File: src/rtl/jam_pkg.sv
// Shared definitions for the cost table and the job-assignment search engine.
package jam_pkg;
    localparam int N_WORK = 8;
    localparam int COST_W = 7;
    localparam int SUM_W  = 10;
    localparam int IDX_W  = 3;
    localparam int ADDR_W = 2 * IDX_W;

    typedef logic [COST_W-1:0] cost_t;

    typedef enum logic [1:0] {
        IDLE,
        LOAD,
        SUM,
        READY
    } state_t;

    localparam cost_t COST_MAX = 7'h7F;

    function automatic cost_t cost_min(input cost_t a, input cost_t b);
        return (a < b) ? a : b;
    endfunction
endpackage

File: src/rtl/jam_cost_table_if.sv
// Valid/ready byte stream used to load the cost matrix.
interface jam_cost_table_if;
    import jam_pkg::*;

    logic  LD_VALID;
    cost_t LD_DATA;
    logic  LD_READY;

    modport master (output LD_VALID, output LD_DATA, input  LD_READY);
    modport slave  (input  LD_VALID, input  LD_DATA, output LD_READY);
endinterface

File: src/rtl/jam_cost_mem.sv
// 64-entry cost storage: one write port, one registered read port that
// returns zero whenever the read enable is low.
module jam_cost_mem
    import jam_pkg::*;
(
    input  logic              CLK,
    input  logic              RSTn,
    input  logic              we,
    input  logic [ADDR_W-1:0] waddr,
    input  cost_t             wdata,
    input  logic              re,
    input  logic [ADDR_W-1:0] raddr,
    output cost_t             rdata
);
    cost_t mem [0:(1<<ADDR_W)-1];

    // Storage array; contents are not reset.
    always_ff @(posedge CLK) begin
        if (we) mem[waddr] <= wdata;
    end

    // Registered read, forced to zero when not enabled.
    always_ff @(posedge CLK or negedge RSTn) begin
        if (!RSTn) rdata <= '0;
        else       rdata <= re ? mem[raddr] : '0;
    end
endmodule

File: src/rtl/jam_cost_table.sv
// Cost matrix source for the search engine: streamed load, row-minimum
// tracking, lower-bound summation and one-cycle (W,J) lookup.
module jam_cost_table
    import jam_pkg::*;
(
    input  logic              CLK,
    input  logic              RSTn,
    input  logic              Reload,
    jam_cost_table_if.slave   ld,
    input  logic [IDX_W-1:0]  W,
    input  logic [IDX_W-1:0]  J,
    output cost_t             Cost,
    output logic              TableReady,
    output logic [SUM_W-1:0]  LowerBound
);
    localparam logic [ADDR_W-1:0] ADDR_LAST = '1;
    localparam logic [IDX_W-1:0]  IDX_LAST  = '1;

    state_t                         state, state_nxt;
    logic [ADDR_W-1:0]              addr;
    logic [IDX_W-1:0]               idx;
    logic [SUM_W-1:0]               acc;
    logic [SUM_W-1:0]               sum_nxt;
    logic [N_WORK-1:0][COST_W-1:0]  rowmin;
    logic                           ld_ready;
    logic                           accept;
    logic                           sum_last;
    logic                           rd_en;

    assign ld.LD_READY = ld_ready;
    assign sum_nxt     = acc + SUM_W'(rowmin[idx]);

    // State register.
    always_ff @(posedge CLK or negedge RSTn) begin
        if (!RSTn) state <= IDLE;
        else       state <= state_nxt;
    end

    // Next state and per-cycle strobes; Reload overrides everything.
    always_comb begin
        state_nxt = state;
        accept    = 1'b0;
        sum_last  = 1'b0;
        rd_en     = 1'b0;
        if (Reload) begin
            state_nxt = IDLE;
        end else begin
            case (state)
                IDLE, LOAD: begin
                    if (ld.LD_VALID && ld_ready) begin
                        accept    = 1'b1;
                        state_nxt = (addr == ADDR_LAST) ? SUM : LOAD;
                    end
                end
                SUM: begin
                    if (idx == IDX_LAST) begin
                        sum_last  = 1'b1;
                        state_nxt = READY;
                    end
                end
                READY:   rd_en = 1'b1;
                default: state_nxt = IDLE;
            endcase
        end
    end

    // Ready is registered from the next state so it is low out of reset
    // and drops on the same edge that accepts the final beat.
    always_ff @(posedge CLK or negedge RSTn) begin
        if (!RSTn) ld_ready <= 1'b0;
        else       ld_ready <= (state_nxt == IDLE) || (state_nxt == LOAD);
    end

    // Load address, row minimums and the lower-bound accumulator.
    always_ff @(posedge CLK or negedge RSTn) begin
        if (!RSTn) begin
            addr       <= '0;
            idx        <= '0;
            acc        <= '0;
            rowmin     <= {N_WORK{COST_MAX}};
            LowerBound <= '0;
            TableReady <= 1'b0;
        end else if (Reload) begin
            addr       <= '0;
            idx        <= '0;
            acc        <= '0;
            rowmin     <= {N_WORK{COST_MAX}};
            LowerBound <= '0;
            TableReady <= 1'b0;
        end else begin
            if (accept) begin
                addr                             <= addr + 1'b1;
                rowmin[addr[ADDR_W-1:IDX_W]]     <= cost_min(rowmin[addr[ADDR_W-1:IDX_W]], ld.LD_DATA);
            end
            if (state == SUM) begin
                acc <= sum_nxt;
                idx <= idx + 1'b1;
                if (sum_last) begin
                    LowerBound <= sum_nxt;
                    TableReady <= 1'b1;
                end
            end
        end
    end

    jam_cost_mem u_mem (
        .CLK   (CLK),
        .RSTn  (RSTn),
        .we    (accept),
        .waddr (addr),
        .wdata (ld.LD_DATA),
        .re    (rd_en),
        .raddr ({W, J}),
        .rdata (Cost)
    );
endmodule

File: src/flat_wrapper.sv
// flat-port wrapper written by rule: the top's interface ports become plain ports
module jam_cost_table_flat import jam_pkg::*;
  (CLK, RSTn, Reload, W, J, Cost, TableReady, LowerBound, ld_LD_VALID, ld_LD_DATA, ld_LD_READY);
  jam_cost_table_if ld_i ();
  input  logic CLK;
  input  logic RSTn;
  input  logic Reload;
  input  logic [IDX_W-1:0] W;
  input  logic [IDX_W-1:0] J;
  output cost_t Cost;
  output logic TableReady;
  output logic [SUM_W-1:0] LowerBound;
  input wire logic [$bits(ld_i.LD_VALID)-1:0] ld_LD_VALID;
  input wire logic [$bits(ld_i.LD_DATA)-1:0] ld_LD_DATA;
  output wire logic [$bits(ld_i.LD_READY)-1:0] ld_LD_READY;
  assign ld_i.LD_VALID = ld_LD_VALID;
  assign ld_i.LD_DATA = ld_LD_DATA;
  assign ld_LD_READY = ld_i.LD_READY;
  jam_cost_table u_core (.CLK(CLK), .RSTn(RSTn), .Reload(Reload), .ld(ld_i), .W(W), .J(J), .Cost(Cost), .TableReady(TableReady), .LowerBound(LowerBound));
endmodule
File: config.mk
export PLATFORM = sky130hd
export DESIGN_NAME = jam_cost_table_flat
export DESIGN_NICKNAME = d
export VERILOG_FILES = /design/src/rtl/jam_pkg.sv /design/src/rtl/jam_cost_table_if.sv /design/src/rtl/jam_cost_mem.sv /design/src/rtl/jam_cost_table.sv /design/src/flat_wrapper.sv
export SDC_FILE = /design/constraint.sdc
export NUM_CORES = 1
export LEC_CHECK = 0
export ABC_AREA = 1
export BUFFER_PORTS_ARGS = -buffer_cell sky130_fd_sc_hd__buf_2
export CORE_MARGIN = 1
export CORE_UTILIZATION = 50
export CTS_CLUSTER_DIAMETER = 150
export DETAILED_ROUTE_END_ITERATION = 8
export MAX_ROUTING_LAYER = met4
export PLACE_DENSITY = 0.74
export SETUP_SLACK_MARGIN = 0.1
export SYNTH_ARGS = -nofsm -noshare
export SYNTH_HDL_FRONTEND = slang
export SYNTH_SLANG_ARGS = --single-unit
File: constraint.sdc
create_clock -name CLK -period 3.2 [get_ports CLK]
set_input_delay 0.16 -clock CLK [delete_from_list [all_inputs] [get_ports CLK]]
set_output_delay 0.16 -clock CLK [all_outputs]
set_load 0.02 [all_outputs]
After elaboration in Yosys (flattened, before gate mapping)
Memory sizes are Yosys's and may differ from the RTL's. Cells that the tools add are included.

Bits in registers: 96. Memory bits (writable): 448. Input bits: 17. Output and inout bits: 19. Logic and storage cells: 78. Memories: 1.

Add/sub/neg operators: 3. Magnitude comparators: 4. Equal/unequal tests: 6. Multiplexer cells: 38. Reduce and logical (&&, ||, !) cells: 10.

Memory list: u_core.u_mem.mem (depth 64, bits a word 7, read ports 1, clocked after Yosys merged registers in 0, write ports 1, RTL line jam_cost_mem.sv:15) `cost_t mem [0:(1<<ADDR_W)-1];`.

Operator list (number): $mux 56 (2); $bwmux 56 (1); $mux 10 (5); $bmux 7 s3 (2); $mux 7 (5); $demux 7 s3 (1); $mux 1 (13); $mux 6 (2); $add 10x7->10 (1); $lt 3x4->1 const B (2); $mux 2 (4); $lt 7x7->1 (1); $add 6x1->6 const B (1); $eq 6x6->1 const B (1); $mux 3 (2); $reduce_bool 2->1 (3); $eq 2x1->1 const B (2); $eq 2x2->1 const B (2); $logic_not 2->1 (2); $pmux 2 s2 (1); $add 3x1->3 const B (1); $eq 3x3->1 const B (1); $ge 3x1->1 const B (1); $logic_and 1x1->1 (2); 3 further kinds (3).

Longest topological paths before layout
Gate-level depths: netlist (run 1).

Word-level depth: 7. Mapped depth: 19. Depth with buffers taken out: 18.

By module
From an unflattened synthesis (run 1), not the netlist that was laid out.

Cell total of the unflattened synthesis: 2329. Area, all modules: 24150.7 µm².

Modules (own cells, without submodules): jam_cost_mem (times used 1, cells each 1591, area each 18629.1 µm², seq. area each 13628.1 µm²); jam_cost_table (times used 1, cells each 738, area each 5521.5 µm², seq. area each 2297.2 µm²).

Worst setup path after synthesis (run 1)
Ideal clock, no wire load.

Kind: register to register. From: register u_core.idx[1]. To: register u_core.acc[6]. Library setup time: 0.083 ns. Arrival time: 2.432 ns. Required time: 3.117 ns. Setup slack: 0.685 ns. Stages on the path, launching flop included: 16. Path buffers: 1. Period minus slack after synthesis: 2.515 ns. Cells stage by stage: dfrtp_1 > inv_1 > clkbuf_1 > a221oi_1 > a31oi_1 > ha_1 > inv_1 > fa_1 > inv_1 > nand3_1 > nand2_1 > nand2_1 > a21oi_1 > nor3_1 > nand3b_1 > o21ai_0.

Cells in the longest elaborated chain, start to end: 5.

Ends and longest elaborated chain: start: declaration (RTL line jam_cost_table.sv:21) `logic [IDX_W-1:0] idx;`; start signal: assignment (RTL line jam_cost_table.sv:97) `idx <= idx + 1'b1;`; $bmux 7 s3 (RTL line jam_cost_table.sv:31) `assign sum_nxt = acc + SUM_W'(rowmin[idx]);`; $mux 7 (implied by the code) (RTL line jam_cost_table.sv:31); $add 10x7->10 (RTL line jam_cost_table.sv:31); $mux 10 (RTL line jam_cost_table.sv:95) `if (state == SUM) begin`; $mux 10 (RTL line jam_cost_table.sv:83) `end else if (Reload) begin`; end signal: assignment (RTL line jam_cost_table.sv:96) `acc <= sum_nxt;`; end: declaration (RTL line jam_cost_table.sv:22) `logic [SUM_W-1:0] acc;`.

No other way between the ends. The select of a mux whose other input is x is not followed. A chain may end at the register's enable or synchronous reset.

Final worst setup path (run 1)
From: register u_core.addr[4]. To: register u_core.rowmin[48] (netlist name).

Cells in the longest elaborated chain, start to end: 7. Elaborated cells on any way between the ends: 12. Classes of those cells: 3 x order compare; 8 x mux; 1 x reduce/logical.

Ends and longest elaborated chain: start: declaration (RTL line jam_cost_table.sv:20) `logic [ADDR_W-1:0] addr;`; start signal: assignment (RTL line jam_cost_table.sv:92) `addr <= addr + 1'b1;`; $bmux 7 s3, or another cell as far along (RTL line jam_cost_table.sv:93) `rowmin[addr[ADDR_W-1:IDX_W]] <= cost_min(rowmin[addr[ADDR_W-1:IDX_W]], ld.LD_DATA);`; $mux 7 (implied by the code) or $logic_and 1x1->1 (tied branches) (RTL line jam_cost_table.sv:93); $lt 7x7->1 or $mux 7 (tied branches) (RTL line jam_pkg.sv:21, jam_cost_table.sv:93); $mux 7 or $demux 7 s3 (tied branches); $bwmux 56 (*) (RTL line jam_cost_table.sv:93); $mux 56 (*) (RTL line jam_cost_table.sv:91) `if (accept) begin`; $mux 56 (*) (RTL line jam_cost_table.sv:83); end signal: assignment (RTL line jam_cost_table.sv:80) `rowmin <= {N_WORK{COST_MAX}};`; end signal: assignment (RTL line jam_cost_table.sv:87) `rowmin <= {N_WORK{COST_MAX}};`; end signal: indexed assignment (RTL line jam_cost_table.sv:93); end: declaration (RTL line jam_cost_table.sv:24) `logic [N_WORK-1:0][COST_W-1:0] rowmin;`.

Every way passes the cells marked *; elsewhere a longest branch is shown, timed or not. The select of a mux whose other input is x is not followed.

==> flow_metrics.env, run 1 <==
export IMPL_status="finished with violations"
export IMPL_violations="design-rule violations"
export IMPL_die_x_um=220
export IMPL_path_cells="nand2_1, inv_2, nand2_1, inv_2, nand2_1, nand2_1, nor2_1, nand2_1, ha_1, a21oi_1, nor2_1, a211oi_2, buf_4, nand3_1, nand3_1, nand2_1"
export IMPL_setup_tns_ns=0
export IMPL_row_count=79
export IMPL_crit_arrival_ns=3.40
export IMPL_wl_mm=61.6
export IMPL_drc=10
export IMPL_path_class="reg2reg"
export IMPL_leakage_nw=10.1
export IMPL_num_vias=17100
export IMPL_fmax_mhz=347
export IMPL_dpl_hpwl_mm=38.5
export IMPL_swShare_pct=23.8
export IMPL_crit_required_ns=3.72
export IMPL_grt_setup_unrepaired="false"
export IMPL_crit_start="u_core.addr[4]"
export IMPL_power_density_mw_per_mm2=585
export IMPL_yosysWarnings=0
export IMPL_cts_clk_slew_worst_paths_ns=0.06
export IMPL_ios=36
export IMPL_r2r_start="u_core.addr[4]"
export IMPL_synth_area_mm2=0.0237
export IMPL_power_share_sequential_pct=50.8
export IMPL_place_gp_congestion=0.963
export IMPL_fin_crit_ns=2.88
export IMPL_avgViaCountPerCell=5.75
export IMPL_fin_worst_skew_ns=0.0271
export IMPL_die_area_mm2=0.0483
export IMPL_post_cts_buffers=0
export IMPL_ant_nets=0
export IMPL_crit_path_start_kind="register"
export IMPL_slowest_stage="dfrtp_1"
export IMPL_synth_edff_count=448
export IMPL_clock_sinks=544
export IMPL_crit_buf_inv=3
export IMPL_antennaDiodeCount=0
export IMPL_setup_violations=0
export IMPL_maxCapViolations=0
export IMPL_drt_pass1_iterations=9
export IMPL_syn_num_nets=2337
export IMPL_nFillCells=3866
export IMPL_die_h_um=220
export IMPL_tightest_slew_ns=0.949
export IMPL_synth_area_per_cell_um2=10.3
export IMPL_synth_top_area_share_pct=56.7
export IMPL_synth_top_cell_by_area="edfxtp_1"
export IMPL_first_iter_violations=1839
export IMPL_synth_cell_type_count=34
export IMPL_min_from="Reload"
export IMPL_power_switching_mw=3.69
export IMPL_synth_most_common_cell="nand2_1"
export IMPL_vdd_drop_max_mv=0.426
export IMPL_pwr_share_clk_pct=41.3
export IMPL_multi_input_area_mm2=0.00697
export IMPL_start_util_pct=50.9
export IMPL_cts_root_buf="clkbuf_16"
export IMPL_portBuffers=35
export IMPL_clockBufferDepth=3
export IMPL_regArea_mm2=0.0159
export IMPL_hp_class="in2reg"
export IMPL_grt_pass1_wl_mm=93.9
export IMPL_clock_latency_ns=0.62
export IMPL_postSynth_asyncResetShare_pct=17.6
export IMPL_synthTopCellsByArea="edfxtp_1 57%, nand2_1 12%, nand3_1 9.5%, dfstp_2 6.2%, dfrtp_1 4.2%"
export IMPL_cp_max_fo=11
export IMPL_total_power_mw=15.5
export IMPL_cpLargestDelayFamily="simple AND/OR/NAND/NOR gates"
export IMPL_intPower_mw=11.8
export IMPL_synthFlopType="edfxtp_1"
export IMPL_htree_levels=2
export IMPL_syn_inst=2303
export IMPL_finalMaxSlewViolations=0
export IMPL_synth_seq_cells=544
export IMPL_hold_violations=0
export IMPL_drive_gt1_share_pct=10.4
export IMPL_synth_common_cells="744 x nand2_1, 449 x nand3_1, 448 x edfxtp_1"
export IMPL_nets=2359
export IMPL_grt_ovfl_total=0
export IMPL_wl_per_cell_um=20.7
export IMPL_comb_power_share_pct=7.9
export IMPL_crit_top_cell="nand2_1"
export IMPL_grt_max_degree=81
export IMPL_period_share_pct=90.0
export IMPL_grt_use_total_pct=26.7
export IMPL_cts_tree="built"
export IMPL_cts_made_buffers=54
export IMPL_area_growth_pct=11.5
export IMPL_first_global_vias=16500
export IMPL_cp_slowest_stage_delay_ns=0.52
export IMPL_cp_end_kind="register"
export IMPL_relSlewSlack_pct=36.8
export IMPL_antenna_found_initial=3
export IMPL_seq_area_frac_synth_pct=67.1
export IMPL_core_mm2=0.0467
## layout make-up
cell class,instances,share of cell area [%]
Tap cell,607,2.87
Sequential cell,544,60.2
Clock inverter,24,0.752
Multi-Input combinational cell,1552,26.3
Clock buffer,78,6.20
Timing Repair Buffer,86,2.42
Inverter,87,1.26
## worst register-to-register path, stage by stage (launching register included)
cell and delay [ns]:
dfrtp_1 0.52, nand2_1 0.14, inv_2 0.06, nand2_1 0.13, inv_2 0.08, nand2_1 0.06
nand2_1 0.05, nor2_1 0.19, nand2_1 0.11, ha_1 0.30, a21oi_1 0.16, nor2_1 0.07
a211oi_2 0.15, buf_4 0.21, nand3_1 0.31, nand3_1 0.20, nand2_1 0.07
## metrics by stage
| stage | instance area (µm²) | utilization (%) | hold slack [ns] | cells | setup WS (ns) |
|---|---|---|---|---|---|
| after floorplan | 23700 | - | -0.136 | 2303 | 0.685 |
| after global placement | 24600 | 52.7 | 0.348 | 2872 | 0.439 |
| after detailed placement | 24600 | 52.7 | 0.362 | 2872 | 0.385 |
| after CTS | 26500 | 56.7 | 0.0292 | 2978 | 0.362 |
| after global routing | 26500 | 56.7 | 0.0552 | 2978 | 0.122 |
| final | 26500 | 56.7 | 0.0748 | 2978 | 0.318 |
## metal layers
| layer | up-vias | GRT usage, % | part of all wire, % |
|---|---|---|---|
| met4 | 0 | 11.9 | 4.4 |
| met3 | 158 | 5.66 | 9.0 |
| li1 | 8007 | - | - |
| met1 | 8164 | 33.9 | 40 |
| met5 | - | - | 0 |
| met2 | 806 | 41.3 | 47 |
## layout by cell type, fill, tap and decap left out, types with 44 or more instances in the layout
master and instances:
a21oi_1 113, inv_1 77, dfstp_2 56, buf_4 44, nor2_1 106, nand2_1 744
clkbuf_16 61, nand3_1 449, edfxtp_1 448, o21ai_0 66
## registers in the layout (all words and copies together) (netlist names)
signal and flops:
u_core.u_mem.mem 448, u_core.rowmin 56, u_core.LowerBound 10, u_core.acc 10, u_core.u_mem.rdata 7, u_core.addr 6, u_core.idx 3, u_core.state 2
u_core.TableReady 1, u_core.ld.LD_READY 1
## power groups by stage
stage	Combinational, mW	Sequential [mW]	Clock, mW
CTS	1.21	7.87	6.46
global route	1.34	7.88	6.74
detailed placement	1.20	8.01	0
finish	1.22	7.87	6.39
global placement	1.17	8.01	0
floorplan	0.715	8.00	0
## cells by family after synthesis
kind of cell,synth area share (%)
AO/OA/AOI/OAI,4.68
adder cells (fa/ha/maj),0.928
buffers and inverters,3.53
flip-flops,67.1
AND/OR/NAND/NOR,23.8
## worst paths after layout
check	to	slack, ns	cells after the start
setup / recovery	u_core.rowmin[48]	0.32	16
max in group asynchronous	u_core.rowmin[52]	1.96	3
min in group asynchronous	u_core.ld.LD_READY	0.23	2
setup reg to reg	u_core.rowmin[48]	0.32	16
hold reg to reg	u_core.LowerBound[0]	0.48	2
hold / removal	u_core.state[0]	0.07	3
## timing repair
action | in CTS | in global routing
endpoints found under the hold margin | 56 | 0
resized for setup | 0 | 0
endpoints found under the setup margin | 0 | 0
hold buffers | 4 | 0
No activity file was read; power rests on OpenSTA's default activity.
==> inputs of run 2 (changes only) <==
Settings changed: CORE_MARGIN 1 to default, CTS_BUF_LIST from default to sky130_fd_sc_hd__clkbuf_16, SETUP_SLACK_MARGIN 0.1 to 0.4.
==> flow_metrics.env, run 2 (synthesized netlist as in run 1, its figures left out) <==
export IMPL_status="finished with violations"
export IMPL_violations="design-rule violations"
export IMPL_cts_tree="built"
export IMPL_cts_root_buf="clkbuf_16"
export IMPL_wl_mm=61.7
export IMPL_crit_top_cell="nor2_1"
export IMPL_tightest_slew_ns=0.942
export IMPL_die_area_mm2=0.0483
export IMPL_nFillCells=3844
export IMPL_first_global_vias=16400
export IMPL_final_common_cell="nand2_1"
export IMPL_path_cells="nand2_1, nor2_1, inv_2, nor2_1, buf_4, nand3_1, nor2_1"
export IMPL_largest_register_ffs=448
export IMPL_first_iter_violations=1914
export IMPL_top_register="u_core.u_mem.mem"
export IMPL_grt_use_total_pct=26.6
export IMPL_power_density_mw_per_mm2=577
export IMPL_nets=2367
export IMPL_ios=36
export IMPL_die_h_um=220
export IMPL_total_power_mw=15.4
export IMPL_path_class="reg2reg"
export IMPL_dpl_hpwl_mm=38.5
export IMPL_antenna_found_initial=3
export IMPL_r2r_start="u_core.ld.LD_READY"
export IMPL_area_growth_pct=12.2
export IMPL_finalMaxSlewViolations=0
export IMPL_min_path_cells=5
export IMPL_clock_latency_ns=0.62
export IMPL_reg_top3="u_core.u_mem.mem x448, u_core.rowmin x56"
export IMPL_grt_ovfl_total=0
export IMPL_clock_sinks=544
export IMPL_htree_levels=2
export IMPL_die_x_um=220
export IMPL_grt_setup_unrepaired="true"
export IMPL_slowest_stage="nor2_1"
export IMPL_hp_class="in2reg"
export IMPL_drt_pass1_iterations=8
export IMPL_crit_arrival_ns=3.02
export IMPL_cts_made_buffers=54
export IMPL_hold_violations=0
export IMPL_r2r_slack_ns=0.42
export IMPL_crit_required_ns=3.44
export IMPL_cp_max_fo=10
export IMPL_crit_path_end="u_core.u_mem.mem[44][5]"
export IMPL_cts_clk_slew_worst_paths_ns=0.07
export IMPL_cp_slowest_stage_delay_ns=0.67
export IMPL_crit_start="u_core.ld.LD_READY"
export IMPL_avgViaCountPerCell=5.75
export IMPL_place_gp_congestion=0.963
export IMPL_core_mm2=0.0467
export IMPL_setup_tns_ns=0
export IMPL_drive_gt1_share_pct=11.3
export IMPL_maxCapViolations=0
export IMPL_rr_endpoint="u_core.u_mem.mem[44][5]"
export IMPL_fin_crit_ns=2.78
export IMPL_row_count=79
export IMPL_start_util_pct=50.9
export IMPL_r2r_cells=7
export IMPL_num_vias=17200
export IMPL_relSlewSlack_pct=37.2
export IMPL_period_share_pct=86.8
export IMPL_ant_nets=0
export IMPL_vdd_drop_max_mv=0.437
export IMPL_crit_path_start_kind="register"
export IMPL_fin_worst_skew_ns=0.0234
export IMPL_wl_per_cell_um=20.7
export IMPL_setup_violations=0
export IMPL_fmax_mhz=360
export IMPL_antennaDiodeCount=0
export IMPL_layout_common_cells="743 x nand2_1, 448 x edfxtp_1, 442 x nand3_1, 112 x a21oi_1, 104 x nor2_1"
export IMPL_grt_max_degree=81
export IMPL_grt_pass1_wl_mm=93.8
export IMPL_clockBufferDepth=3
export IMPL_drc=10
export IMPL_leakage_nw=10.2
export IMPL_cp_end_kind="register"
export IMPL_portBuffers=35
run 2: changes by cell type in the layout (fill, tap and decap cells not counted), moves of 4 or more:
cell / change
nand3_1: -7
clkinv_1: +5
clkbuf_1: -12
clkbuf_8: -5
nand3_2: +4
buf_4: +4
inv_1: +10
run 2: worst min-delay path by stage:
| stage | endpoint | from | slack (ns) |
|---|---|---|---|
| global placement | u_core.acc[0] | RSTn | 0.35 |
| finish | u_core.state[0] | ld_LD_VALID | 0.07 |
| floorplan | u_core.LowerBound[0] | RSTn | -0.14 |
| detailed placement | u_core.ld.LD_READY | RSTn | 0.36 |
| global route | u_core.TableReady | Reload | 0.06 |
| CTS | u_core.addr[1] | Reload | 0.03 |
run 2: cell type report:
class	instances	area, µm²	area share [%]
Clock buffer	61	1530	5.73
Clock inverter	41	263	0.987
Inverter	87	343	1.29
Multi-Input combinational cell	1552	7090	26.6
Sequential cell	544	15900	59.8
Tap cell	607	759	2.85
Timing Repair Buffer	93	706	2.65
Timing Repair inverter	1	7.51	0.0282
run 2: per-layer routing:
metal / wire [µm] / track usage (%) / up-vias
li1: - / - / 8025
met1: 24700 / 34.1 / 8155
met2: 28900 / 41.0 / 828
met3: 5580 / 5.62 / 154
met4: 2570 / 11.8 / 0
met5: 0 / - / -
run 2: power by group:
| group | internal [mW] | total [mW] | switching (mW) |
|---|---|---|---|
| Sequential | 7.80 | 7.87 | 0.0727 |
| Combinational | 0.339 | 1.25 | 0.914 |
| Clock | 3.51 | 6.23 | 2.71 |
| Total | 11.7 | 15.4 | 3.70 |
run 2: timing repair:
item,CTS,global route
setup endpoints to repair,13,190
resized for setup,2,32
pin swaps,0,1
setup buffers,0,7
hold endpoints to repair,60,0
gates cloned,0,1
hold buffers,4,0
run 2: critical path, delay by kind of cell, from the launching register on:
family        cells  cell delay (ns)
flops             1             0.37
simple gates      5             1.67
buf+inv           2             0.37
run 2: stage by stage:
| step | cell area (µm²) | instances | hold slack [ns] | setup WS [ns] | util (%) |
|---|---|---|---|---|---|
| after floorplan | 23700 | 2303 | -0.136 | 0.685 | - |
| after global placement | 24600 | 2872 | 0.348 | 0.439 | 52.7 |
| after detailed placement | 24600 | 2872 | 0.362 | 0.385 | 52.7 |
| after CTS | 26400 | 2978 | 0.0292 | 0.387 | 56.6 |
| after global routing | 26600 | 2986 | 0.0553 | 0.258 | 57.1 |
| final | 26600 | 2986 | 0.0718 | 0.422 | 57.1 |
